### src/rtl/mips_pc_unit_pkg.sv
// Shared types and constants for the program-counter / fetch sequencing stage.
package mips_pc_pkg;

    typedef enum logic [1:0] {
        NONE     = 2'd0,
        BRANCH   = 2'd1,
        JUMP     = 2'd2,
        JUMP_REG = 2'd3
    } redirect_t;

    typedef enum logic [1:0] {
        RUN    = 2'd0,
        DELAY  = 2'd1,
        HALTED = 2'd2
    } pc_state_t;

    localparam logic [31:0] RESET_VECTOR_DEFAULT = 32'hBFC0_0000;
    localparam logic [31:0] HALT_ADDR_DEFAULT    = 32'h0000_0000;

endpackage

### src/rtl/mips_pc_unit_if.sv
// Decode-side redirect requests in, fetch address and CPU status out.
interface mips_pc_unit_if;
    import mips_pc_pkg::*;

    logic        clk_enable;
    redirect_t   redirect_type;
    logic        branch_cond;
    logic [15:0] imm16;
    logic [25:0] index26;
    logic [31:0] rs_value;
    logic [31:0] instr_address;
    logic [31:0] link_address;
    logic        in_delay_slot;
    logic        active;
    logic        addr_error;

    // Decode/execute side drives redirects and samples the fetch address.
    modport master (
        output clk_enable, redirect_type, branch_cond, imm16, index26, rs_value,
        input  instr_address, link_address, in_delay_slot, active, addr_error
    );

    // PC unit side.
    modport slave (
        input  clk_enable, redirect_type, branch_cond, imm16, index26, rs_value,
        output instr_address, link_address, in_delay_slot, active, addr_error
    );

endinterface

### src/rtl/mips_pc_unit_branch_target.sv
// Redirect target computation for branch, jump and jump-register forms.
module mips_branch_target
    import mips_pc_pkg::*;
(
    input  logic [31:0] i_a4,
    input  redirect_t   i_redirect_type,
    input  logic [15:0] i_imm16,
    input  logic [25:0] i_index26,
    input  logic [31:0] i_rs_value,
    output logic [31:0] o_target
);

    // Branch offsets are relative to the delay-slot address; J keeps its 256 MB region.
    always_comb begin
        o_target = 32'h0000_0000;
        case (i_redirect_type)
            BRANCH:   o_target = i_a4 + {{14{i_imm16[15]}}, i_imm16, 2'b00};
            JUMP:     o_target = {i_a4[31:28], i_index26, 2'b00};
            JUMP_REG: o_target = i_rs_value;
            default:  o_target = 32'h0000_0000;
        endcase
    end

endmodule

### src/rtl/mips_pc_unit.sv
// Program counter with branch-delay-slot sequencing, halt-on-zero and JR alignment fault.
module mips_pc_unit
    import mips_pc_pkg::*;
#(
    parameter logic [31:0] RESET_VECTOR = RESET_VECTOR_DEFAULT,
    parameter logic [31:0] HALT_ADDR    = HALT_ADDR_DEFAULT
)(
    input  logic          clk,
    input  logic          reset,
    mips_pc_unit_if.slave bus
);

    pc_state_t   r_state;
    logic [31:0] r_pc;
    logic [31:0] r_pending;
    logic        r_active;
    logic        r_delay;
    logic        r_addr_error;
    // Set when a misaligned JR was seen; the following edge halts without moving the PC.
    logic        r_fault;

    logic [31:0] w_a4;
    logic [31:0] w_target;
    logic        w_misaligned;
    logic        w_taken;

    assign w_a4 = r_pc + 32'd4;

    mips_branch_target u_target (
        .i_a4            (w_a4),
        .i_redirect_type (bus.redirect_type),
        .i_imm16         (bus.imm16),
        .i_index26       (bus.index26),
        .i_rs_value      (bus.rs_value),
        .o_target        (w_target)
    );

    // Classify the redirect presented this cycle.
    always_comb begin
        w_misaligned = (bus.redirect_type == JUMP_REG) && (bus.rs_value[1:0] != 2'b00);
        w_taken      = 1'b0;
        case (bus.redirect_type)
            BRANCH:   w_taken = bus.branch_cond;
            JUMP:     w_taken = 1'b1;
            JUMP_REG: w_taken = !w_misaligned;
            default:  w_taken = 1'b0;
        endcase
    end

    // Fetch sequencer: RUN accepts redirects, DELAY fetches the slot then jumps, HALTED is terminal.
    always_ff @(posedge clk or posedge reset) begin
        if (reset) begin
            r_state      <= RUN;
            r_pc         <= RESET_VECTOR;
            r_pending    <= 32'h0000_0000;
            r_active     <= 1'b1;
            r_delay      <= 1'b0;
            r_addr_error <= 1'b0;
            r_fault      <= 1'b0;
        end else if (bus.clk_enable) begin
            r_addr_error <= 1'b0;
            case (r_state)
                RUN: begin
                    r_pc <= w_a4;
                    if (w_misaligned) begin
                        r_addr_error <= 1'b1;
                        r_fault      <= 1'b1;
                        r_state      <= DELAY;
                    end else if (w_taken) begin
                        r_pending <= w_target;
                        r_delay   <= 1'b1;
                        r_state   <= DELAY;
                    end
                end
                DELAY: begin
                    // Redirects arriving here are ignored: the first redirect wins.
                    r_delay <= 1'b0;
                    if (r_fault) begin
                        r_active <= 1'b0;
                        r_state  <= HALTED;
                    end else begin
                        r_pc <= r_pending;
                        if (r_pending == HALT_ADDR) begin
                            r_active <= 1'b0;
                            r_state  <= HALTED;
                        end else begin
                            r_state <= RUN;
                        end
                    end
                end
                HALTED: begin
                    r_active <= 1'b0;
                end
                default: begin
                    r_active <= 1'b0;
                    r_state  <= HALTED;
                end
            endcase
        end
    end

    assign bus.instr_address = r_pc;
    assign bus.link_address  = r_pc + 32'd8;
    assign bus.in_delay_slot = r_delay;
    assign bus.active        = r_active;
    // A frozen pipeline must not report a fault.
    assign bus.addr_error    = r_addr_error & bus.clk_enable;

endmodule

### src/flat_wrapper.sv
// flat-port wrapper written by rule: the top's interface ports become plain ports
module mips_pc_unit_flat import mips_pc_pkg::*;
#(
    parameter logic [31:0] RESET_VECTOR = RESET_VECTOR_DEFAULT,
    parameter logic [31:0] HALT_ADDR    = HALT_ADDR_DEFAULT
)
  (clk, reset, bus_clk_enable, bus_redirect_type, bus_branch_cond, bus_imm16, bus_index26, bus_rs_value, bus_instr_address, bus_link_address, bus_in_delay_slot, bus_active, bus_addr_error);
  mips_pc_unit_if bus_i ();
  input  logic clk;
  input  logic reset;
  input wire logic [$bits(bus_i.clk_enable)-1:0] bus_clk_enable;
  input wire logic [$bits(bus_i.redirect_type)-1:0] bus_redirect_type;
  input wire logic [$bits(bus_i.branch_cond)-1:0] bus_branch_cond;
  input wire logic [$bits(bus_i.imm16)-1:0] bus_imm16;
  input wire logic [$bits(bus_i.index26)-1:0] bus_index26;
  input wire logic [$bits(bus_i.rs_value)-1:0] bus_rs_value;
  output wire logic [$bits(bus_i.instr_address)-1:0] bus_instr_address;
  output wire logic [$bits(bus_i.link_address)-1:0] bus_link_address;
  output wire logic [$bits(bus_i.in_delay_slot)-1:0] bus_in_delay_slot;
  output wire logic [$bits(bus_i.active)-1:0] bus_active;
  output wire logic [$bits(bus_i.addr_error)-1:0] bus_addr_error;
  assign bus_i.clk_enable = bus_clk_enable;
  assign bus_i.redirect_type = bus_redirect_type;
  assign bus_i.branch_cond = bus_branch_cond;
  assign bus_i.imm16 = bus_imm16;
  assign bus_i.index26 = bus_index26;
  assign bus_i.rs_value = bus_rs_value;
  assign bus_instr_address = bus_i.instr_address;
  assign bus_link_address = bus_i.link_address;
  assign bus_in_delay_slot = bus_i.in_delay_slot;
  assign bus_active = bus_i.active;
  assign bus_addr_error = bus_i.addr_error;
  mips_pc_unit #(.RESET_VECTOR(RESET_VECTOR), .HALT_ADDR(HALT_ADDR)) u_core (.clk(clk), .reset(reset), .bus(bus_i));
endmodule
### config.mk
export PLATFORM = sky130hd
export DESIGN_NAME = mips_pc_unit_flat
export DESIGN_NICKNAME = d
export VERILOG_FILES = /design/src/rtl/mips_pc_unit_pkg.sv /design/src/rtl/mips_pc_unit_if.sv /design/src/rtl/mips_pc_unit_branch_target.sv /design/src/rtl/mips_pc_unit.sv /design/src/flat_wrapper.sv
export SDC_FILE = /design/constraint.sdc
export NUM_CORES = 1
export LEC_CHECK = 0
export CAP_MARGIN = 5
export CORE_ASPECT_RATIO = 1.25
export CORE_UTILIZATION = 30
export CTS_CLUSTER_SIZE = 10
export DETAILED_ROUTE_END_ITERATION = 6
export SLEW_MARGIN = 15
export SYNTH_ARGS = -nofsm -noshare
export SYNTH_HDL_FRONTEND = slang
export SYNTH_HIERARCHICAL = 1
export SYNTH_SLANG_ARGS = --single-unit
### constraint.sdc
create_clock -name clk -period 5.2 [get_ports clk]
set_clock_uncertainty 0.1 [all_clocks]
set_input_delay 0.52 -clock clk [delete_from_list [all_inputs] [get_ports clk]]
set_output_delay 0.52 -clock clk [all_outputs]
set_load 0.02 [all_outputs]
==> impl_metrics.toml <==
[critical_path]
r2r_end = "u_core/r_pending[25]"
crit_arrival_ps = 4660
critPathSlowestCell = "nor4_4"
endpoint_kind = "register"
critical_path.top_delay_family = "compound AO/OA/AOI/OAI gates"
reg2reg_depth = 14
cp-start-kind = "register"
path_max_fanout = 11
reg2reg_slack_ps = 670
crit_chain = "ha_1, nand3_2, nor4_4, and3_1, xor2_1, ha_1, a21o_1, a21oi_1, o21ai_1, a221o_1, a41oi_1, o21bai_1, a221o_1, mux2_2"
crit_buf_inv = 0
crit_type = "reg -> reg"
r2r_start = "u_core/bus.instr_address[2]"
cpPeakStageDelay_ps = 620
worstPathRequired_ps = 5330

[synth]
netlist_area_um2 = 6962
ys_seq_area_share_pct = 25.34
synth_commonest_cells = "nand2_1, a21oi_1, dfrtp_1, o21ai_0, xnor2_1"
synthFlopType = "dfrtp_1"
synth.avg_cell_area_um2 = 8.388
syn_nets = 942
ys_async_sr_fraction_pct = 100.0
yosys_warnings = 6
synth_cell_types = 80
synth_area_leaders = "dfrtp_1, mux2_2, xnor2_1, ha_1, a21oi_1"
yosysTopAreaCell = "dfrtp_1"
yosysMostFrequentCell = "nand2_1"
yosysTopAreaCellShare_pct = 21.57
syn_inst = 830
ys_seq_elements = 70
synth-edff-count = 0

[floorplanning]
rows = 61
die_area_um2 = 23820
start_util_pct = 30.92
core_area_um2 = 22520
die_h_um = 172.3
io_pins = 147
die-width_um = 138.3

[routing]
drc_errors = 16
dr.pass1.iters = 7
routedWlPerCell_um = 19.18
postRouteAntennaNets = 0
vias = 6714
first_iter_violations = 608
drt_wl_total_um = 23350
viasPerCell = 5.517

[clock_network]
cts_resized = 0
cts_tree = "built"
postCtsHoldBufs = 0
cts_setup_buffers = 0
clk_path_buf_depth = 2
root_buffer = "clkbuf_16"
clock_latency_ps = 350
h-tree-depth = 3
cts_sinks = 70
cts_buffers = 9
clk_pin_slew_ps = 60

[finish]
final_layout_size_suffix_gt1_share_pct = 11.88
num_antenna_cells = 0
final_util_pct = 38.77
layout.nets = 1041
area_growth_pct = 25.38

[grt]
track_usage_pct = 19.50
grt_overflow = 0
antenna_found_initial = 0
grt_max_degree = 58
first_global_vias = 6359
grt_pass1_wl_um = 35840

[power_and_ir_drop]
power_frac_comb_pct = 59.0
p_clk_share_pct = 14.4
cell_internal_pwr_uw = 2348
switchingPower_uw = 2030
seqPwrFrac_pct = 26.6
power_density_nw_per_um2 = 501.5
p_sw_share_pct = 46.37
max-vdd-ir-drop_uv = 168.8
power.leakage_uw = 0.003604

[hold_path]
hold_end = "u_core/bus.active"
worstHoldStart = "u_core/bus.active"
hold_depth = 1
min_path_type = "reg -> reg"

[job]
cap_viol_max_count = 0

[placement]
portBuffers = 146
place_congestion = 0.9071
dpl.hpwl_um = 17770

[status]
violations = "DRC"
outcome = "finished, violations left"

[timing]
worst_pin_slew_ps = 887.7
hold_viol_final = 0
period_share_pct = 87.17
slew_violations = 0
rsz0062_at_grt = "no"
period_minus_slack_ps = 4533
relSlewSlack_pct = 40.82
max_freq_mhz = 220.6
setup_viol = 0
whs_ps = 404.1
setup-tns-final_ps = 0
[area by class of cell]
| type | count | area (um2) |
|---|---|---|
| Inverter | 24 | 90.09 |
| Fill cell | 2275 | 13790 |
| Sequential cell | 70 | 1764 |
| Timing Repair Buffer | 158 | 1546 |
| Multi-Input combinational cell | 666 | 4674 |
| Clock buffer | 14 | 286.5 |
| Clock inverter | 2 | 12.51 |
| Tap cell | 283 | 354.1 |
[registers in the layout, summed over array words and instances, names as in the netlist]
| signal | count |
|---|---|
| u_core/r_fault | 1 |
| u_core/r_state | 2 |
| u_core/bus.in_delay_slot | 1 |
| u_core/bus.instr_address | 32 |
| u_core/bus.active | 1 |
| u_core/r_addr_error | 1 |
| u_core/r_pending | 32 |
[cells in the final DEF, fill, tap and decap left out, types with 5 or more instances in the layout]
master             n
nand2b_1          14
nand4_1           10
o21ai_1            6
inv_1             23
clkdlybuf4s50_1  145
nor2b_1           10
a31oi_1           15
nand3_1           21
o31ai_1           10
a21oi_1           63
mux2_2            39
dfstp_2           10
a32o_1             8
o21a_1             5
nand4_2            5
a21o_1            20
nor3_1            21
a22o_1             9
nor4_1            10
and2_1             5
o21ai_0           59
nand2_1           83
mux2i_1            7
nor2_1            39
buf_4             12
ha_1              31
and3_1            10
o311ai_1           5
a22oi_1            9
dfrtp_1           60
xnor2_1           47
clkbuf_16         11
xor2_1            28
[worst register-to-register path: cells and delay by family, from the launching register on]
kind,cells,cell delay [ps]
compound gates,7,1520
simple gates,3,1080
fa+ha+maj,2,660
flops,1,580
mux,1,250
xor+xnor,1,220
[worst max path at each step]
stage / to / cells past startpoint / from / slack (ps)
floorplan: u_core/r_pending[23] / 15 / u_core/bus.instr_address[4] / 1260
global placement: u_core/r_pending[25] / 14 / u_core/bus.instr_address[2] / 840
detailed placement: u_core/r_pending[25] / 14 / u_core/bus.instr_address[2] / 720
CTS: u_core/r_pending[25] / 14 / u_core/bus.instr_address[2] / 700
global route: u_core/r_pending[23] / 15 / u_core/bus.instr_address[2] / 480
finish: u_core/r_pending[25] / 14 / u_core/bus.instr_address[2] / 670
[logic make-up after synthesis]
logic type / after synthesis / synth area share [%]
AND/OR/NAND/NOR: 259 / 20.44
AO/OA/AOI/OAI: 253 / 23.87
buffers and inverters: 94 / 7.513
XOR/XNOR: 76 / 9.669
flip-flops: 70 / 25.34
multiplexers: 46 / 7.315
adder cells (fa/ha/maj): 32 / 5.859
[stage by stage]
stage / power [uW] / setup slack [ps] / cell area (um2) / instances
final: 4377 / 667.2 / 8728 / 1217
after global routing: 4669 / 480.6 / 8728 / 1217
after CTS: 4368 / 695.7 / 8728 / 1217
after detailed placement: 3723 / 719.6 / 8429 / 1201
after global placement: 3711 / 844.5 / 8429 / 1201
after floorplan: 2914 / 1258 / 6962 / 830
[routing by layer]
metal  up-vias  part of all wire, %  GRT usage (%)  wire, um
met2       234                   46          32.81     10830
met3        36                  4.5          1.302      1043
met4         0                  2.7          8.549       641
met5         -                    0              0         0
li1       3223                    -              -         -
met1      3221                   46          25.86     10830
[power groups by stage]
| stage | clock network (uW) | registers (uW) | logic (uW) |
|---|---|---|---|
| global route | 665 | 1200 | 2800 |
| global placement | 0 | 1160 | 2550 |
| floorplan | 0 | 1020 | 1890 |
| detailed placement | 0 | 1170 | 2560 |
| CTS | 640 | 1160 | 2570 |
| finish | 629 | 1160 | 2580 |
No activity file was read; power rests on OpenSTA's default activity.
